`config.mk`:
```
export PLATFORM = sky130hd
export DESIGN_NAME = mem_port_arbiter
export DESIGN_NICKNAME = d
export VERILOG_FILES = /design/src/rtl/mem_port_arbiter.sv
export SDC_FILE = /design/constraint.sdc
export NUM_CORES = 1
export LEC_CHECK = 0
export ABC_AREA = 1
export CORE_UTILIZATION = 37
export DETAILED_ROUTE_END_ITERATION = 10
export GPL_ROUTABILITY_DRIVEN = 0
export PLACE_DENSITY_LB_ADDON = 0.1
export SYNTH_ARGS = -nofsm -noshare
export SYNTH_HDL_FRONTEND = slang
export SYNTH_SLANG_ARGS = --single-unit
```
`constraint.sdc`:
```
create_clock -name clk -period 1.9 [get_ports clk]
set_input_delay 0.285 -clock clk [delete_from_list [all_inputs] [get_ports clk]]
set_output_delay 0.285 -clock clk [all_outputs]
set_load 0.02 [all_outputs]
```
`src/rtl/mem_port_arbiter.sv`:
```
// mem_port_arbiter: shares one single-ported, variable-latency memory between
// the fetch port (I) and the load/store port (D), one transaction in flight.
// D has fixed priority; a starvation counter forces an I grant after
// STARVE_LIMIT consecutive D grants while a fetch is pending.
// Optional event counters are enabled with `define MEM_ARB_PERF_EN.
module mem_port_arbiter #(
  parameter int unsigned ADDR_W       = 32,
  parameter int unsigned DATA_W       = 32,
  parameter int unsigned STARVE_LIMIT = 4
) (
  input  logic              clk,
  input  logic              rst,
  input  logic              i_req,
  input  logic [ADDR_W-1:0] i_addr,
  input  logic              i_flush,
  output logic              i_ready,
  output logic              i_rvalid,
  output logic [DATA_W-1:0] i_rdata,
  input  logic              d_req,
  input  logic              d_we,
  input  logic [ADDR_W-1:0] d_addr,
  input  logic [1:0]        d_size,
  input  logic [DATA_W-1:0] d_wdata,
  output logic              d_ready,
  output logic              d_rvalid,
  output logic [DATA_W-1:0] d_rdata,
  output logic              m_req,
  output logic              m_we,
  output logic [ADDR_W-1:0] m_addr,
  output logic [1:0]        m_size,
  output logic [DATA_W-1:0] m_wdata,
  input  logic              m_ready,
  input  logic              m_rvalid,
  input  logic [DATA_W-1:0] m_rdata,
  output logic              busy
`ifdef MEM_ARB_PERF_EN
  ,
  output logic [31:0]       perf_i_grants,
  output logic [31:0]       perf_d_grants,
  output logic [31:0]       perf_conflicts,
  output logic [15:0]       perf_flushed
`endif
);

  localparam int unsigned     CNT_W     = 4;
  localparam logic [CNT_W-1:0] LIMIT    = CNT_W'(STARVE_LIMIT);
  localparam logic [1:0]       SIZE_WORD = 2'd2;

  typedef enum logic [1:0] {IDLE, ISSUE, WAIT, RESP} state_t;

  state_t           state;
  logic             owner_d;
  logic             flush_flag;
  logic [CNT_W-1:0] starve_cnt;
  logic             i_rvalid_q;
  logic             grant_d;
  logic             grant_i;

  // Arbitration in IDLE: D first, unless the fetch port has been starved long enough
  always_comb begin
    grant_d = 1'b0;
    grant_i = 1'b0;
    if (state == IDLE) begin
      if (d_req && !(i_req && (starve_cnt == LIMIT))) begin
        grant_d = 1'b1;
      end else if (i_req) begin
        grant_i = 1'b1;
      end
    end
  end

  assign i_ready = grant_i;
  assign d_ready = grant_d;

  // A flush landing in the response cycle itself still kills the fetch pulse
  assign i_rvalid = i_rvalid_q && !i_flush;

  // Transaction FSM, latched backend command and response registers
  always_ff @(posedge clk) begin
    if (rst) begin
      state      <= IDLE;
      owner_d    <= 1'b0;
      flush_flag <= 1'b0;
      starve_cnt <= '0;
      m_req      <= 1'b0;
      m_we       <= 1'b0;
      m_addr     <= '0;
      m_size     <= '0;
      m_wdata    <= '0;
      i_rvalid_q <= 1'b0;
      i_rdata    <= '0;
      d_rvalid   <= 1'b0;
      d_rdata    <= '0;
      busy       <= 1'b0;
    end else begin
      case (state)
        IDLE: begin
          if (grant_d) begin
            owner_d <= 1'b1;
            m_we    <= d_we;
            m_addr  <= d_addr;
            m_size  <= d_size;
            m_wdata <= d_wdata;
            m_req   <= 1'b1;
            busy    <= 1'b1;
            state   <= ISSUE;
            if (i_req && (starve_cnt != LIMIT)) begin
              starve_cnt <= starve_cnt + CNT_W'(1);
            end
          end else if (grant_i) begin
            owner_d    <= 1'b0;
            m_we       <= 1'b0;
            m_addr     <= i_addr;
            m_size     <= SIZE_WORD;
            m_wdata    <= '0;
            m_req      <= 1'b1;
            busy       <= 1'b1;
            state      <= ISSUE;
            starve_cnt <= '0;
          end
        end
        ISSUE: begin
          if (m_ready) begin
            m_req <= 1'b0;
            state <= WAIT;
          end
        end
        WAIT: begin
          if (m_rvalid) begin
            state <= RESP;
            if (owner_d) begin
              d_rvalid <= 1'b1;
              d_rdata  <= m_we ? '0 : m_rdata;
            end else begin
              i_rvalid_q <= !(flush_flag || i_flush);
              i_rdata    <= m_rdata;
            end
          end
        end
        RESP: begin
          i_rvalid_q <= 1'b0;
          d_rvalid   <= 1'b0;
          busy       <= 1'b0;
          state      <= IDLE;
        end
        default: state <= IDLE;
      endcase

      // Flush only matters for an in-flight fetch; cleared on the way back to IDLE
      if (state == RESP) begin
        flush_flag <= 1'b0;
      end else if ((state != IDLE) && !owner_d && i_flush) begin
        flush_flag <= 1'b1;
      end
    end
  end

`ifdef MEM_ARB_PERF_EN
  // Wrapping event counters: grants, IDLE conflicts, suppressed fetch responses
  always_ff @(posedge clk) begin
    if (rst) begin
      perf_i_grants  <= '0;
      perf_d_grants  <= '0;
      perf_conflicts <= '0;
      perf_flushed   <= '0;
    end else begin
      if (grant_i) perf_i_grants <= perf_i_grants + 32'd1;
      if (grant_d) perf_d_grants <= perf_d_grants + 32'd1;
      if ((state == IDLE) && i_req && d_req) perf_conflicts <= perf_conflicts + 32'd1;
      if ((state == RESP) && !owner_d && (flush_flag || i_flush)) begin
        perf_flushed <= perf_flushed + 16'd1;
      end
    end
  end
`endif

endmodule

```
-- Word-level counts from Yosys, hierarchy flattened
Cells that the tools add are included.
Widths: inputs -> output; s select.
- bits in latches: 0
- ROM bits: 0
- memories: 0
- logic and storage cells: 88
- register bits: 143
- bits of input ports: 138
- memory bits (writable): 0
- div/mod/pow operators: 0
- multiply operators: 0
- shift-type cells: 0
- equality and inequality tests: 11
- reduce and logical (&&, ||, !) cells: 27
- mux-type cells: 34
- magnitude comparators: 0
- $add $sub $neg: 1
- bitwise logic cells: 1
- operator list (cell ; count):
    $mux 32 ; 5
    $reduce_and 3->1 ; 7
    $mux 1 ; 15
    $mux 2 ; 6
    $mux 4 ; 3
    $reduce_bool 2->1 ; 5
    $ne 2x2->1 const B ; 4
    $pmux 1 s2 ; 4
    $pmux 2 s4 ; 1
    $logic_and 1x1->1 ; 6
    $add 4x1->4 const B ; 1
    $eq 2x2->1 const B ; 2
    $eq 4x3->1 const B ; 1
    $logic_not 1->1 ; 4
    $ne 4x3->1 const B ; 1
    $reduce_and 2->1 ; 2
    $ne 3x3->1 const B ; 1
    $eq 2x1->1 const B ; 1
    $logic_not 2->1 ; 1
    $ne 2x1->1 const B ; 1
    $reduce_or 2->1 ; 1
    $logic_or 1x1->1 ; 1
    $not 1->1 ; 1

-- Longest topological paths before layout
Gate-level depths: netlist of run 1.
- depth in word-level cells: 9
- gate-level depth with buffers: 12

-- Least setup slack after synthesis of run 1
Ideal clock, no wire load.
- path type: register to output
- start point: register state[0]
- end point: output i_ready
- cell stages (with the launch flop): 7
- data arrival time: 1369 ps
- path slack: 246 ps
- cell sequence: dfxtp_1 -> inv_1 -> ha_1 -> nand2_1 -> buf_2 -> buf_2 -> a21oi_1
- cells in the longest elaborated chain, start to end: 2
- RTL lines (item ; RTL line ; source):
    from (decl) ; 51 ; state_t state;
    from (signal assigned) ; 81 ; state <= IDLE;
    from (signal assigned) ; 106 ; state <= ISSUE;
    from (signal assigned) ; 118 ; state <= ISSUE;
    $logic_not 2->1 ; 63 ; if (state == IDLE) begin
    $mux 1 ; 63 ;
    to (decl) ; 16 ; output logic i_ready,
Every way passes these cells.

-- Worst setup path after layout of run 1
- start point: register starve_cnt[0]
- end point: output d_ready
- cells in the longest elaborated chain, start to end: 6
- RTL lines (item ; RTL line ; source):
    from (decl) ; 54 ; logic [CNT_W-1:0] starve_cnt;
    from (signal assigned) ; 108 ; starve_cnt <= starve_cnt + CNT_W'(1);
    $eq 4x3->1 ; 64 ; if (d_req && !(i_req && (starve_cnt == LIMIT))) begin
    $logic_and 1x1->1 ; 64 ;
    $logic_not 1->1 ; 64 ;
    $logic_and 1x1->1 ; 64 ;
    $mux 1 ; 64 ;
    $mux 1 ; 63 ;
    to (decl) ; 24 ; output logic d_ready,
Every way passes these cells.

==> results.json, run 1 <==
{
  "placed_cell_area_sq_mm": 0.00899,
  "grt_max_degree": 74,
  "grt_pass1_wl_um": 30200,
  "num_rows": 46,
  "antenna-diode-count": 0,
  "synth-seq-area-share": 0.477,
  "io_pins": 275,
  "worst_setup_path_end_kind": "primary output",
  "antenna_found_initial": 0,
  "cts_inserted_buffers": 17,
  "dieWidth_um": 129,
  "routed_wirelength_um": 19500,
  "tightest_slew_ns": 0.828,
  "yosysMostFrequentCell": "nand2_1",
  "h-tree-depth": 4,
  "cts_buffer_depth": 2,
  "avgSynthCellArea_sq_um": 7.26,
  "die-area_sq_mm": 0.0167,
  "slew_headroom": 0.448,
  "maxCapViolCount": 0,
  "synth_largest_area_cell": "dfxtp_1",
  "cts_tree": "yes",
  "path_common_cell": "inv_2",
  "numClockSinks": 143,
  "crit_fanout": 3,
  "fin_crit_ns": 1.80,
  "worstPathRequired_ns": 1.62,
  "rr_worst_depth": 9,
  "clock_latency_ns": 0.42,
  "nFillCells": 1479,
  "worst_ir_drop_vdd_v": 0.000661,
  "postRouteAntennaNets": 0,
  "clk_pin_slew_ns": 0.06,
  "drive_above_1_share": 0.0835,
  "area_delta_synth_final_pct": 62.2,
  "synthTopCellsByArea": "dfxtp_1, nand2_1, nand4_1, a21oi_1, nor2_1",
  "start_util": 0.378,
  "synthArstFlopShare": 0,
  "vias_per_cell": 4.76,
  "synthTopCellsByCount": "nand2_1, dfxtp_1, nor2_1",
  "fp.dieH_um": 129,
  "synthCells": 827,
  "p_per_area_mw_per_mm2": 1170,
  "post-route-drc-count": 0,
  "tns_ns": 0,
  "power.leakage_nw": 4.14,
  "max_freq_mhz": 555,
  "ys_types": 28,
  "setup.worst_path.start": "starve_cnt[0]",
  "hold_buffers": 0,
  "fin_crit_sh": 0.948,
  "grt_pass1_vias": 5717,
  "grtUsageTotal": 0.232,
  "r2r_start": "state[1]",
  "rsz0062_at_grt": "false",
  "yosys_register_bits": 143,
  "synth-edff-count": 0,
  "crit_chain": "inv_2 > ha_2 > nand2_1 > inv_2 > nand2_4 > buf_12 > nand3_4 > inv_4 > buf_6",
  "ys_warn_count": 0,
  "hpwl_um": 12500,
  "dr.pass1.iters": 4,
  "crit_path_top_delay_cell": "dfxtp_2",
  "clockRootBuffer": "clkbuf_16",
  "slew_violations": 0,
  "hold_violations": 0,
  "drt_iter0_markers": 317,
  "criticalPathCategory": "flop to primary output",
  "whs_path_depth": 4,
  "arrival_ns": 1.52,
  "via_count": 6279,
  "status": "complete, no violations",
  "synth_top_cell_area_share": 0.477,
  "clock_skew_ns": 0.00676,
  "wl_per_cell_um": 14.8,
  "final_cell_area_sq_mm": 0.00975,
  "min-delay-start": "rst",
  "setup_viol": 0,
  "hold_class": "input port to flop",
  "fin_nets": 1233,
  "crit_path_max_incr_delay_ns": 0.33,
  "synth_nets": 971,
  "synthFlopType": "dfxtp_1",
  "cp-start-kind": "flop",
  "netlist_area_sq_mm": 0.00601,
  "gr-total-overflow": 0,
  "core_area_sq_mm": 0.0159,
  "io_buffers": 274
}
per-stage QoR:
| step | instances | power, W | worst slack (ns) | utilization | hold slack, ns |
|---|---|---|---|---|---|
| floorplan | 827 | 0.00610 | 0.246 | - | 0.415 |
| global placement | 1280 | 0.00782 | -0.142 | 0.566 | 0.450 |
| detailed placement | 1280 | 0.00785 | -0.202 | 0.566 | 0.454 |
| CTS | 1316 | 0.0115 | 0.0166 | 0.612 | 0.305 |
| global route | 1318 | 0.0121 | 0.00595 | 0.614 | 0.378 |
| finish | 1318 | 0.0115 | 0.0995 | 0.614 | 0.319 |
cell usage in the layout (no fill, tap or decap), types with 2 or more instances in the layout:
cell type / netlist / final
a21oi_1: 75 / 74
buf_12: 1 / 10
buf_2: 22 / 2
buf_4: 5 / 18
buf_6: 2 / 2
bufbuf_16: 0 / 2
bufinv_16: 0 / 3
clkbuf_1: 31 / 2
clkbuf_16: 0 / 17
clkdlybuf4s50_1: 0 / 270
clkinv_2: 0 / 2
clkinv_4: 0 / 2
clkinvlp_4: 0 / 2
dfxtp_1: 143 / 142
ha_1: 6 / 4
inv_1: 73 / 70
inv_2: 5 / 7
inv_4: 0 / 2
inv_6: 0 / 3
nand2_1: 198 / 198
nand2_2: 10 / 10
nand3_1: 40 / 40
nand4_1: 66 / 66
nor2_1: 97 / 97
nor2_2: 2 / 2
nor3_1: 4 / 4
o21ai_0: 37 / 37
per-layer routing:
metal | track usage | vias to the layer above | wire length (um)
met5 | 0 | - | 0
met4 | 0.0787 | 0 | 327
met3 | 0.0809 | 19 | 1650
met2 | 0.373 | 212 | 9100
met1 | 0.290 | 2854 | 8430
li1 | - | 3194 | -
flip-flops by register name (all words and copies together), names as in the netlist, 2 cells and up:
register,cells
d_rdata,32
i_rdata,32
m_addr,32
m_size,2
m_wdata,32
starve_cnt,4
state,2
logic make-up after synthesis:
family / share of synthesized area
flip-flops: 0.477
AO/OA/AOI/OAI: 0.101
AND/OR/NAND/NOR: 0.307
adder cells (fa/ha/maj): 0.0125
buffers and inverters: 0.101
XOR/XNOR: 0.00146
area by class of cell:
cell class              instances  area (sq um)  area share
clock inverters                12           159      0.0163
multi-input cells             543          2560       0.262
flip-flops and latches        143          2860       0.294
inverters                      79           302      0.0309
repair buffers                305          3150       0.323
well taps                     216           270      0.0277
clock buffers                  20           447      0.0458
critical path: cells and delay by family, from the launching register on:
kind | cells | cell delay (ns)
and+or+nand+nor | 3 | 0.22
buffers and inverters | 5 | 0.39
DFF | 1 | 0.33
adders and majority gates | 1 | 0.17
where the power goes:
part	internal (W)	leakage [nW]	switching [W]	total, W
clock	0.00211	0.291	0.00131	0.00342
combinational	0.00192	2.68	0.00242	0.00434
sequential	0.00346	1.17	0.000229	0.00369
total	0.00749	4.14	0.00396	0.0115
repair_timing:
item,in CTS,in global routing
gates resized for setup,15,9
setup endpoints to repair,2,6
cloned,2,0
buffers inserted,2,2
final timing paths:
path | to | slack (ns)
setup / recovery | d_ready | 0.1
hold / removal | i_rdata[3] | 0.32
setup reg to reg | starve_cnt[2] | 0.19
hold reg to reg | m_wdata[29] | 0.46
No activity file was read; power rests on OpenSTA's default activity.
==> run 2, diff against run 1 <==
--- a/config.mk
+++ b/config.mk
@@ -6,6 +6,7 @@
 export NUM_CORES = 1
 export LEC_CHECK = 0
 export ABC_AREA = 1
+export CORE_MARGIN = 5
 export CORE_UTILIZATION = 37
 export DETAILED_ROUTE_END_ITERATION = 10
 export GPL_ROUTABILITY_DRIVEN = 0
==> constraint.sdc (replaced) <==
create_clock -name clk -period 2.2 [get_ports clk]
set_input_delay 0.33 -clock clk [delete_from_list [all_inputs] [get_ports clk]]
set_output_delay 0.33 -clock clk [all_outputs]
set_load 0.02 [all_outputs]
==> results.json, run 2 (synthesis gave the netlist of run 1 again) <==
{
  "criticalPathCategory": "flop to primary output",
  "gr-total-overflow": 0,
  "multiInputGateArea_sq_mm": 0.00254,
  "worst_setup_path_end_kind": "primary output",
  "ff_latch_area_sq_mm": 0.00286,
  "tightest_slew_ns": 0.839,
  "core_area_sq_mm": 0.0159,
  "hold_violations": 0,
  "final_cell_count_no_fill": 1310,
  "antenna-diode-count": 0,
  "fin_nets": 1226,
  "routed_wirelength_um": 20000,
  "power_w": 0.00981,
  "tns_ns": 0,
  "clockRootBuffer": "clkbuf_16",
  "rsz0062_at_grt": "false",
  "final_common_cell": "clkdlybuf4s50_1",
  "nFillCells": 1525,
  "vias_per_cell": 4.70,
  "clock_latency_ns": 0.42,
  "via_count": 6156,
  "drt_iter0_markers": 340,
  "io_pins": 275,
  "cts_inserted_buffers": 17,
  "hpwl_um": 13600,
  "worstPathRequired_ns": 1.87,
  "grtUsageTotal": 0.205,
  "arrival_ns": 1.72,
  "fin_crit_ns": 2.05,
  "drive_above_1_share": 0.0713,
  "post-route-drc-count": 0,
  "cts_setup_buffers": 0,
  "hold_buffers": 0,
  "clk_pin_slew_ns": 0.06,
  "cts_tree": "yes",
  "hold_slack_ns": 0.373,
  "cp-start-kind": "flop",
  "grt_pass1_wl_um": 30700,
  "start_util": 0.378,
  "setup_viol": 0,
  "grt_pass1_vias": 5754,
  "slew_headroom": 0.440,
  "fp.dieH_um": 137,
  "status": "complete, no violations",
  "worst_ir_drop_vdd_v": 0.000565,
  "placed_cell_area_sq_mm": 0.00892,
  "max_freq_mhz": 487,
  "numClockSinks": 143,
  "num_rows": 46,
  "postRouteAntennaNets": 0,
  "wl_per_cell_um": 15.3,
  "final_cell_mix": "clkdlybuf4s50_1, nand2_1, dfxtp_1",
  "slew_violations": 0,
  "dr.pass1.iters": 4,
  "dp_cells": 1279,
  "p_per_area_mw_per_mm2": 1030,
  "io_buffers": 274,
  "grt_max_degree": 74,
  "h-tree-depth": 4,
  "hold_class": "input port to flop",
  "clock_skew_ns": 0.00844,
  "dieWidth_um": 137,
  "fin_crit_sh": 0.932,
  "final_cell_area_sq_mm": 0.00957,
  "antenna_found_initial": 0,
  "cts_buffer_depth": 2,
  "die-area_sq_mm": 0.0189,
  "crit_fanout": 4,
  "power.leakage_nw": 4.03,
  "area_delta_synth_final_pct": 59.3,
  "maxCapViolCount": 0
}
-- run 2: changes by cell type in the layout (fill, tap and decap cells not counted), moves of 2 or more --
| cell | delta |
|---|---|
| bufbuf_16 | -2 |
| inv_1 | +3 |
| buf_4 | +3 |
| bufinv_16 | +2 |
| buf_12 | -7 |
| buf_6 | -2 |
| inv_4 | -2 |
-- run 2: where the power goes --
group | leakage [nW] | internal, W | switching, W | total, W
registers | 1.17 | 0.00299 | 0.000196 | 0.00318
logic | 2.55 | 0.00141 | 0.00203 | 0.00344
clock network | 0.314 | 0.00205 | 0.00114 | 0.00319
-- run 2: repair_timing --
item | 4_1_cts | 5_1_grt
resized for setup | 2 | 4
pin swaps | 0 | 0
endpoints found under the setup margin | 2 | 2
-- run 2: area by class of cell --
class / instances / area share
Tap cell: 216 / 0.0282
Multi-Input combinational cell: 543 / 0.265
Clock inverter: 12 / 0.0216
Timing Repair Buffer: 298 / 0.308
Clock buffer: 19 / 0.0463
Inverter: 79 / 0.0310
Sequential cell: 143 / 0.299
-- run 2: per-stage QoR --
stage / util / worst slack (ns)
floorplan: - / 0.501
CTS: 0.602 / 0.0240
detailed placement: 0.562 / 0.0195
global route: 0.602 / 0.00847
global placement: 0.562 / 0.0463
finish: 0.602 / 0.149
-- run 2: path summary, 6_finish.rpt --
check | startpoint | to | slack (ns) | depth (start not counted)
max reg2reg | state[0] | starve_cnt[2] | 0.33 | 8
min reg2reg | d_rdata[29] | d_rdata[29] | 0.46 | 2
min | rst | m_addr[23] | 0.37 | 4
max | starve_cnt[0] | d_ready | 0.15 | 8
-- run 2: layer usage --
layer / share of wire / vias to the layer above / track usage
li1: - / 3180 / -
met1: 0.42 / 2746 / 0.252
met2: 0.47 / 214 / 0.331
met3: 0.10 / 16 / 0.0840
met4: 0.011 / 0 / 0.0565
met5: 0 / - / 0
-- run 2: worst max-delay path: stages, from the launching register on --
cell             delay [ns]
dfxtp_1                0.36
inv_1                  0.08
ha_1                   0.21
nand2_1                0.07
inv_2                  0.04
nand2_4                0.08
nand3_4                0.08
inv_2                  0.08
clkdlybuf4s15_1        0.30
